===== src/rtl/data_write_buffer_pkg.sv =====
// Shared definitions for the data write buffer: drain FSM encoding and sizing constants.
package data_write_buffer_pkg;

  typedef enum logic {
    WB_IDLE  = 1'b0,
    WB_DRAIN = 1'b1
  } wb_state_e;

  localparam int WB_DEFAULT_DEPTH = 8;

  // Lowest address bit that takes part in word addressing.
  localparam int WB_WORD_LSB = 2;

endpackage


===== src/rtl/data_write_buffer_match.sv =====
// wb_match_unit: parallel word-address comparators over all live entries and a
// youngest-first priority select of the matching entry's data.
module wb_match_unit #(
  parameter int DEPTH  = 8,
  parameter int WA_W   = 30,
  parameter int DATA_W = 32,
  parameter int PTR_W  = $clog2(DEPTH)
) (
  input  logic [DEPTH-1:0][WA_W-1:0]   entry_addr,
  input  logic [DEPTH-1:0][DATA_W-1:0] entry_data,
  input  logic [DEPTH-1:0]             valid,
  input  logic [PTR_W-1:0]             tail,
  input  logic [WA_W-1:0]              lookup_addr,
  output logic [DEPTH-1:0]             match,
  output logic [DATA_W-1:0]            hit_data,
  output logic                         any_match
);

  logic [PTR_W-1:0] idx;

  always_comb begin
    match = '0;
    for (int i = 0; i < DEPTH; i++) begin
      match[i] = valid[i] && (entry_addr[i] == lookup_addr);
    end
  end

  assign any_match = |match;

  // Walk from the oldest slot toward tail-1 so the youngest match is written last and wins.
  always_comb begin
    hit_data = '0;
    idx      = '0;
    for (int k = DEPTH - 1; k >= 0; k--) begin
      idx = tail - PTR_W'(k + 1);
      if (match[idx]) begin
        hit_data = entry_data[idx];
      end
    end
  end

endmodule


===== src/rtl/data_write_buffer.sv =====
// data_write_buffer: in-order store queue draining one word at a time to the cache-AXI write channel.
// Build macro WB_FORWARD_EN forwards the youngest matching store to loads instead of stalling them.
module data_write_buffer
  import data_write_buffer_pkg::*;
#(
  parameter int DEPTH  = WB_DEFAULT_DEPTH,
  parameter int ADDR_W = 32,
  parameter int DATA_W = 32
) (
  input  logic                     clk,
  input  logic                     rst,
  input  logic                     wb_wen_i,
  input  logic [ADDR_W-1:0]        wb_waddr_i,
  input  logic [DATA_W-1:0]        wb_wdata_i,
  output logic                     wb_full_o,
  output logic                     wb_empty_o,
  input  logic                     rd_req_i,
  input  logic [ADDR_W-1:0]        rd_addr_i,
  output logic                     rd_hit_o,
  output logic [DATA_W-1:0]        rd_data_o,
  output logic                     rd_stall_o,
  output logic                     data_wen_o,
  output logic [ADDR_W-1:0]        data_awaddr_o,
  output logic [DATA_W-1:0]        data_wdata_o,
  input  logic                     data_bvalid_i,
  output wb_state_e                dbg_state_o,
  output logic [$clog2(DEPTH):0]   dbg_count_o
);

  localparam int PTR_W = $clog2(DEPTH);
  localparam int CNT_W = PTR_W + 1;
  localparam int WA_W  = ADDR_W - WB_WORD_LSB;

  // Handshakes: a store transfers on a rising edge with wb_wen_i=1 and wb_full_o=0.
  // data_wen_o stays high with a stable head entry until the edge that samples data_bvalid_i=1.

  logic [DEPTH-1:0][WA_W-1:0]   addr_mem;
  logic [DEPTH-1:0][DATA_W-1:0] data_mem;
  logic [PTR_W-1:0]             head;
  logic [PTR_W-1:0]             tail;
  logic [CNT_W-1:0]             count;
  wb_state_e                    state;
  logic                         wen_q;

  logic                         push;
  logic                         pop;
  logic [WA_W-1:0]              rd_word;
  logic [WA_W-1:0]              wr_word;
  logic                         conflict;
  logic [DEPTH-1:0]             valid;
  logic [PTR_W-1:0]             off;
  logic [DEPTH-1:0]             match_vec;
  logic [DATA_W-1:0]            hit_data;
  logic                         any_match;
  logic                         unused_bits;

  assign wb_full_o  = (count == CNT_W'(DEPTH));
  assign wb_empty_o = (count == '0) && (state == WB_IDLE);

  assign push    = wb_wen_i && !wb_full_o;
  assign pop     = (state == WB_DRAIN) && data_bvalid_i;
  assign wr_word = wb_waddr_i[ADDR_W-1:WB_WORD_LSB];
  assign rd_word = rd_addr_i[ADDR_W-1:WB_WORD_LSB];

  // Storage is cleared on reset so the head-entry outputs read zero until the first store.
  always_ff @(posedge clk or negedge rst) begin
    if (!rst) begin
      addr_mem <= '0;
      data_mem <= '0;
      head     <= '0;
      tail     <= '0;
      count    <= '0;
    end else begin
      if (push) begin
        addr_mem[tail] <= wr_word;
        data_mem[tail] <= wb_wdata_i;
        tail           <= tail + PTR_W'(1);
      end
      if (pop) begin
        head <= head + PTR_W'(1);
      end
      case ({push, pop})
        2'b10:   count <= count + CNT_W'(1);
        2'b01:   count <= count - CNT_W'(1);
        default: count <= count;
      endcase
    end
  end

  always_ff @(posedge clk or negedge rst) begin
    if (!rst) begin
      state <= WB_IDLE;
      wen_q <= 1'b0;
    end else begin
      case (state)
        WB_IDLE: begin
          if (count != '0) begin
            state <= WB_DRAIN;
            wen_q <= 1'b1;
          end
        end
        WB_DRAIN: begin
          if (data_bvalid_i) begin
            state <= WB_IDLE;
            wen_q <= 1'b0;
          end
        end
        default: begin
          state <= WB_IDLE;
          wen_q <= 1'b0;
        end
      endcase
    end
  end

  assign data_wen_o    = wen_q;
  assign data_awaddr_o = {addr_mem[head], {WB_WORD_LSB{1'b0}}};
  assign data_wdata_o  = data_mem[head];
  assign dbg_state_o   = state;
  assign dbg_count_o   = count;

  // A slot is live when its distance from head is below the occupancy.
  always_comb begin
    valid = '0;
    off   = '0;
    for (int i = 0; i < DEPTH; i++) begin
      off      = PTR_W'(i) - head;
      valid[i] = ({1'b0, off} < count);
    end
  end

  wb_match_unit #(
    .DEPTH  (DEPTH),
    .WA_W   (WA_W),
    .DATA_W (DATA_W),
    .PTR_W  (PTR_W)
  ) u_match (
    .entry_addr  (addr_mem),
    .entry_data  (data_mem),
    .valid       (valid),
    .tail        (tail),
    .lookup_addr (rd_word),
    .match       (match_vec),
    .hit_data    (hit_data),
    .any_match   (any_match)
  );

  assign conflict = rd_req_i && push && (wr_word == rd_word);

`ifdef WB_FORWARD_EN
  // An older match must not be forwarded while a newer store to the same word is landing.
  assign rd_hit_o   = rd_req_i && any_match && !conflict;
  assign rd_data_o  = rd_hit_o ? hit_data : '0;
  assign rd_stall_o = conflict;
`else
  assign rd_hit_o   = 1'b0;
  assign rd_data_o  = '0;
  assign rd_stall_o = rd_req_i && (any_match || conflict);
`endif

  assign unused_bits = ^{wb_waddr_i[WB_WORD_LSB-1:0], rd_addr_i[WB_WORD_LSB-1:0],
                         match_vec, hit_data};

endmodule


===== config.mk =====
export PLATFORM = sky130hd
export DESIGN_NAME = data_write_buffer
export DESIGN_NICKNAME = d
export VERILOG_FILES = /design/src/rtl/data_write_buffer_pkg.sv /design/src/rtl/data_write_buffer_match.sv /design/src/rtl/data_write_buffer.sv
export SDC_FILE = /design/constraint.sdc
export NUM_CORES = 1
export LEC_CHECK = 0
export CORE_ASPECT_RATIO = 1.1
export CORE_UTILIZATION = 53
export CTS_CLUSTER_DIAMETER = 60
export CTS_CLUSTER_SIZE = 25
export DETAILED_ROUTE_END_ITERATION = 10
export GPL_ROUTABILITY_DRIVEN = 0
export GPL_TIMING_DRIVEN = 0
export PLACE_DENSITY = 0.76
export SLEW_MARGIN = 5
export SYNTH_ARGS = -nofsm -noshare
export SYNTH_HDL_FRONTEND = slang
export SYNTH_SLANG_ARGS = --single-unit

===== constraint.sdc =====
create_clock -name clk -period 2.8 [get_ports clk]
set_input_delay 0.28 -clock clk [delete_from_list [all_inputs] [get_ports clk]]
set_output_delay 0.28 -clock clk [all_outputs]
set_load 0.01 [all_outputs]

==> results.ini, run 1 <==
[cts]
cts_buffer_depth = 3
cts_tree = done
htree_levels = 2
clkSlewWorstSetupHoldPaths_ns = 0.10
cts_root_buffer = clkbuf_16
cts_buffers = 38
clock_latency_ns = 0.61
cts_sinks = 508

[timing]
rsz0062_at_grt = yes
fin_crit_sh_pct = 123
slew_headroom_pct = 41.5
setup_ws_ns = -0.647
finalSetupViolations = 37
final.setup.tns_ns = -6.02
worst_clock_skew_ns = 0.0291
fin_crit_ns = 3.45
hold_viol = 0
slew_viol_final = 0
worstMarginPinSlew_ns = 0.871
hold_ws_ns = 0.0991
fmax_mhz = 290

[critical_path]
worstSetupPathType = flop to primary output
crit_path_end_kind = primary output
cp.arrival_ns = 3.17
critPathRequiredTime_ns = 2.52
crit_path_start_kind = flop
critPathMaxFanout = 5

[floorplan]
core-area_sq_mm = 0.0492
start_util_pct = 54.1
die_y_um = 237
die_area_sq_mm = 0.0511
num_rows = 85
dieWidth_um = 216
ios = 207

[synthesis]
ys_ff_latch = 508
synth_area_per_cell_sq_um = 13.5
synthTopCellsByArea = dfrtp_1, mux2_2, mux4_2
synth_top_area_share_pct = 47.8
synth_top_area_cell = dfrtp_1
ys_seq_area_share_pct = 47.8
synth_edf_count = 0
async_flop_share_pct = 100
synth_ff_type = dfrtp_1
ys.warnings.count = 0
synth.distinct_cells = 42
syn_inst = 1973
syn-cell-area_sq_mm = 0.0266

[global_routing]
overflow = 0
grt_use_total_pct = 30.1
grt_start_max_net_pins = 124
grt_pass1_vias = 18000
antenna_found_initial = 8
grt_pass1_wl_um = 114000

[placed_design]
portBuffers = 107
post-dp-hpwl_um = 53900

[route]
wirelength_um = 76600
detail_route.vias_per_cell = 5.98
wl_per_cell_um = 26.6
drcViolationCount = 0
firstDrtPassIters = 6
antenna_left = 0
via_count = 17200
drtIter0Drc = 1418

[final_layout]
n_fill_cell = 3679
area_delta_synth_final_pct = 16.8
area.sequential_sq_mm = 0.0127
drive_gt1_share_pct = 43.4
multi_input_area_sq_mm = 0.0132
final_util_pct = 63.1
final_nets = 2313

[power]
ir_drop_mv = 0.759
powerDensity_mw_per_mm2 = 1300
finalPower_uw = 40400
p_leak_uw = 0.0136

[min_path]
min_path_type = input port to flop

[job]
max_cap_violations = 0

[outcome]
status = complete, but fails checks
violations = negative setup slack

critical path, cell delays in order (launching register included):
cell       delay, ns
dfrtp_1         0.39
clkbuf_8        0.15
buf_12          0.13
buf_12          0.12
inv_4           0.06
ha_4            0.21
inv_4           0.07
ha_4            0.19
a21o_4          0.22
a21oi_4         0.21
o2111ai_2       0.12
o311a_1         0.16
a41oi_2         0.34
buf_2           0.20
where the power goes:
part | switching, uW | internal, uW
Clock | 3050 | 3200
Combinational | 9400 | 10900
Sequential | 2720 | 11000
Total | 15200 | 25200
Yosys cell counts (all sizes together) (2+ instances only):
cell type / count
ha: 18
xnor2: 121
xor2: 160
a21o: 4
mux2: 496
clkbuf: 47
nand3: 6
nand2: 200
nor3: 7
inv: 15
nand2b: 3
nor2: 12
o21ai: 3
mux4: 124
buf: 144
nor4: 42
dfrtp: 508
nand4b: 2
nor4b: 2
a2111oi: 2
nand4: 35
a21oi: 10
o2111ai: 2
final cells by class:
type                       instances  area share, %
tap                              652           2.62
clock buffer                      42           3.20
antenna                            6         0.0483
clock inverter                    28           1.30
multi-input combinational       1293           42.6
sequential                       508           40.9
inverter                          15          0.205
buffer                           188           4.11
timing repair buffer             149           5.02
sequential cells by signal, indices dropped and copies added (netlist names):
name / count
head: 3
tail: 3
dbg_count_o: 4
data_wen_o: 1
addr_mem: 240
data_mem: 256
dbg_state_o: 1
layer usage:
metal  part of all wire (%)  up-vias  GRT usage [%]
met5                  0.072        -              0
met4                    6.1        8           16.0
met3                    6.5      250           5.70
met2                     48      654           48.0
met1                     39     8942           39.2
li1                       -     7381              -
cell families after synthesis:
kind of cell             after synthesis  synth area share [%]
multiplexers                         620                  31.9
flip-flops                           508                  47.8
AND/OR/NAND/NOR                      311                  5.44
XOR/XNOR                             281                  9.24
buffers and inverters                206                  4.03
AO/OA/AOI/OAI                         27                 0.705
adder cells (fa/ha/maj)               19                 0.921
other                                  1                0.0141
metrics by stage:
stage | instances | cell area, sq um | setup slack (ns)
after CTS | 2853 | 30600 | -0.518
after global routing | 2878 | 31100 | -0.697
after floorplan | 2007 | 26800 | 0.0282
after detailed placement | 2770 | 28800 | -1.53
after global placement | 2766 | 28600 | -20.16
final | 2881 | 31100 | -0.647
layout by cell type (no fill, tap or decap), types with 24 or more instances in the layout:
| cell | instances |
|---|---|
| clkbuf_2 | 29 |
| xor2_1 | 159 |
| xnor2_1 | 121 |
| buf_2 | 78 |
| dfrtp_1 | 508 |
| nand4_1 | 35 |
| buf_4 | 61 |
| nand2_1 | 176 |
| nor4_1 | 36 |
| mux2_4 | 30 |
| clkbuf_1 | 24 |
| mux2_2 | 462 |
| clkbuf_16 | 39 |
| mux4_2 | 124 |
| conb_1 | 35 |
| clkdlybuf4s50_1 | 57 |
repair_timing:
| item | 4_1_cts | 5_1_grt |
|---|---|---|
| gates resized for setup | 97 | 166 |
| pin swaps | 9 | 17 |
| endpoints found under the hold margin | 72 | 0 |
| hold buffers | 1 | 0 |
| buffers inserted | 15 | 22 |
| endpoints found under the setup margin | 284 | 156 |
path summary, 6_finish.rpt:
| kind | start | endpoint | slack (ns) | depth (start not counted) |
|---|---|---|---|---|
| setup / recovery | head[0] | rd_stall_o | -0.65 | 13 |
| hold / removal | wb_waddr_i[14] | addr_mem[132] | 0.1 | 2 |
| setup reg to reg | dbg_count_o[0] | addr_mem[13] | 0 | 9 |
| hold reg to reg | data_mem[72] | data_mem[72] | 0.48 | 1 |
| max in group asynchronous | rst | data_mem[12] | 0.98 | 4 |
| min in group asynchronous | rst | addr_mem[34] | 0.25 | 2 |
Power figures use the tool's default switching activity.
==> inputs of run 2 (changes only) <==
- MAX_ROUTING_LAYER: unset -> met4
- TNS_END_PERCENT: unset -> 10
==> run 2 against run 1 <==
  * The run still ends with negative setup slack left
  * Non-clock buffer count is 25 lower
  * Sequential share of layout area is 0.43 points higher
  * Clock-buffer cell count stayed put
  * Core utilization is 0.66 points lower
  * Critical path type unchanged
  * Final cell count is 0.80% lower
  * Sequential cell count stayed put
  * Clock skew is 0.0021 ns lower
  * Via count is 1.3% lower
  * Register-to-register slack worse by 0.03 ns
  * Die area stayed put
  * Combinational power is 2% lower
  * Routed wire length is 1.2% lower
==> results.ini, run 2 (synthesis gave the netlist of run 1 again) <==
[timing]
worst_clock_skew_ns = 0.0270  ; -0.00214 ns
fin_crit_sh_pct = 123  ; -0.29 points
worstMarginPinSlew_ns = 1.08  ; +0.206 ns
slew_viol_final = 0  ; unchanged
finalSetupViolations = 77  ; +110%
fmax_mhz = 291  ; +0.24%
slew_headroom_pct = 27.9  ; -14 points
hold_viol = 0  ; unchanged
fin_crit_ns = 3.44  ; -0.00822 ns
rsz0062_at_grt = yes
setup_ws_ns = -0.639  ; +0.00822 ns

[critical_path]
slowest_delay_ns = 0.41  ; +0.02 ns
critPathRequiredTime_ns = 2.52  ; about the same
critPathMaxFanout = 5  ; unchanged
cp_cell_sequence = clkbuf_8 > buf_12 > buf_12 > inv_8 > ha_4 > inv_4 > ha_4 > a21o_4 > a21oi_4 > o2111ai_2 > o311a_1 > a41oi_2 > buf_2
crit_path_start_kind = flop
worstSetupPathType = flop to primary output
rr_startpoint = dbg_count_o[1]
crit_path_end_kind = primary output
cp.arrival_ns = 3.16  ; about the same
slowest_stage = dfrtp_1
cp-startpoint = head[0]

[final_layout]
final_nets = 2288  ; -1.1%
final_util_pct = 62.5  ; -0.66 points
regMostFlops = data_mem
multi_input_area_sq_mm = 0.0132  ; -0.61%
mostFrequentLayoutCell = dfrtp_1
largest_reg_flops = 256  ; unchanged
area_delta_synth_final_pct = 15.6
area.sequential_sq_mm = 0.0127  ; about the same
drive_gt1_share_pct = 40.4  ; -3.1 points
final_cell_area_sq_mm = 0.0308  ; -1.0%
layout_common_cells = dfrtp_1, mux2_2, nand2_1, xor2_1, mux4_2
n_fill_cell = 3724  ; +1.2%

[global_routing]
overflow = 0  ; unchanged
grt_start_max_net_pins = 124  ; unchanged
grt_pass1_vias = 17900  ; -0.43%
antenna_found_initial = 6  ; -2
grt_use_total_pct = 31.0  ; +0.89 points
grt_pass1_wl_um = 114000  ; about the same

[cts]
htree_levels = 2  ; unchanged
cts_buffer_depth = 3  ; unchanged
clkSlewWorstSetupHoldPaths_ns = 0.10  ; about the same
cts_sinks = 508  ; unchanged
cts_tree = done
clock_latency_ns = 0.61  ; about the same
cts_root_buffer = clkbuf_16
cts_buffers = 38  ; unchanged

[placed_design]
portBuffers = 107  ; unchanged
place_ws_ns = -1.53  ; unchanged
post-dp-hpwl_um = 53900  ; unchanged
place_area_sq_mm = 0.0288  ; unchanged

[route]
firstDrtPassIters = 7  ; +1
antenna_left = 0  ; unchanged
drtIter0Drc = 1310  ; -7.6%
wl_per_cell_um = 26.5  ; -0.45%
drcViolationCount = 0  ; unchanged
via_count = 17000  ; -1.3%
wirelength_um = 75600  ; -1.2%
detail_route.vias_per_cell = 5.95  ; -0.47%

[job]
max_cap_violations = 0  ; unchanged

[outcome]
status = complete, but fails checks
violations = negative setup slack

[floorplan]
start_util_pct = 54.1  ; unchanged
ios = 207  ; unchanged
die_area_sq_mm = 0.0511  ; unchanged
dieWidth_um = 216  ; unchanged
die_y_um = 237  ; unchanged
num_rows = 85  ; unchanged
core-area_sq_mm = 0.0492  ; unchanged

[power]
p_leak_uw = 0.0131  ; -3.1%
powerDensity_mw_per_mm2 = 1300  ; about the same
ir_drop_mv = 0.782  ; +3.0%

[min_path]
min_path_type = input port to flop
holdCritStartpoint = wb_waddr_i[14]

[run 2: cell count changes in the layout (fill, tap and decap cells not counted), moves of 3 or more]
cell,before,now
buf_4,61,55
dlymetal6s2s_1,20,0
clkbuf_2,29,11
buf_2,78,62
nand2_2,23,1
nand2_1,176,199
buf_8,4,7
buf_6,20,8
buf_12,19,7
clkbuf_4,3,8
clkdlybuf4s50_1,57,105
[run 2: final timing paths]
kind | end | slack (ns) | cells past startpoint
max | rd_stall_o | -0.64 | 13
min | addr_mem[132] | 0.09 | 2
max reg2reg | addr_mem[78] | -0.03 | 7
min reg2reg | data_mem[72] | 0.48 | 1
max in group asynchronous | data_mem[200] | 0.96 | 4
min in group asynchronous | addr_mem[90] | 0.24 | 2
[run 2: routing by layer]
layer  vias to the layer above  GRT usage, %  share of wire [%]
met2                       633          48.2                 48
met4                         0          14.9                5.2
li1                       7314             -                  -
met1                      8879          39.6                 40
met5                         -             -                  0
met3                       191          5.20                6.8
[run 2: worst max-delay path, delay by kind of cell (launching register included)]
kind	cells	cell delay, ns
buffers and inverters	6	0.72
AOI/OAI and AO/OA	5	1.03
DFF	1	0.41
adders and majority gates	2	0.39
[run 2: layout make-up]
class	instances	share of cell area, %
Sequential cell	508	41.3
Clock buffer	42	3.24
Tap cell	652	2.65
Timing Repair Buffer	123	4.18
Clock inverter	28	1.32
Antenna cell	8	0.0651
Multi-Input combinational cell	1293	42.8
Buffer	189	4.21
Inverter	15	0.232
[run 2: power by group]
| part | total [uW] | switching [uW] | internal (uW) |
|---|---|---|---|
| Sequential | 13700 | 2680 | 11100 |
| Combinational | 19900 | 9120 | 10800 |
| Clock | 6250 | 3050 | 3200 |
| Total | 39900 | 14900 | 25100 |
[run 2: timing repair]
item                                   in CTS  in global routing
resized for setup                         102                 39
setup endpoints to repair                 284                243
pin swaps                                   8                  4
hold buffers                                1                  0
buffers inserted                           11                  0
cloned                                      0                  0
endpoints found under the hold margin      72                  0
[run 2: metrics by stage]
| stage | std cells | setup TNS (ns) | power (uW) | hold slack (ns) |
|---|---|---|---|---|
| 2_1_floorplan | 2007 | 0 | 25500 | -0.0156 |
| 3_3_place_gp | 2766 | - | 31900 | 0.461 |
| 3_5_place_dp | 2770 | -83.09 | 32600 | 0.299 |
| 4_1_cts | 2850 | -16.68 | 39500 | 0.0815 |
| 5_1_grt | 2856 | -26.91 | 41800 | 0.0974 |
| 6_report | 2858 | -18.63 | 39900 | 0.0939 |
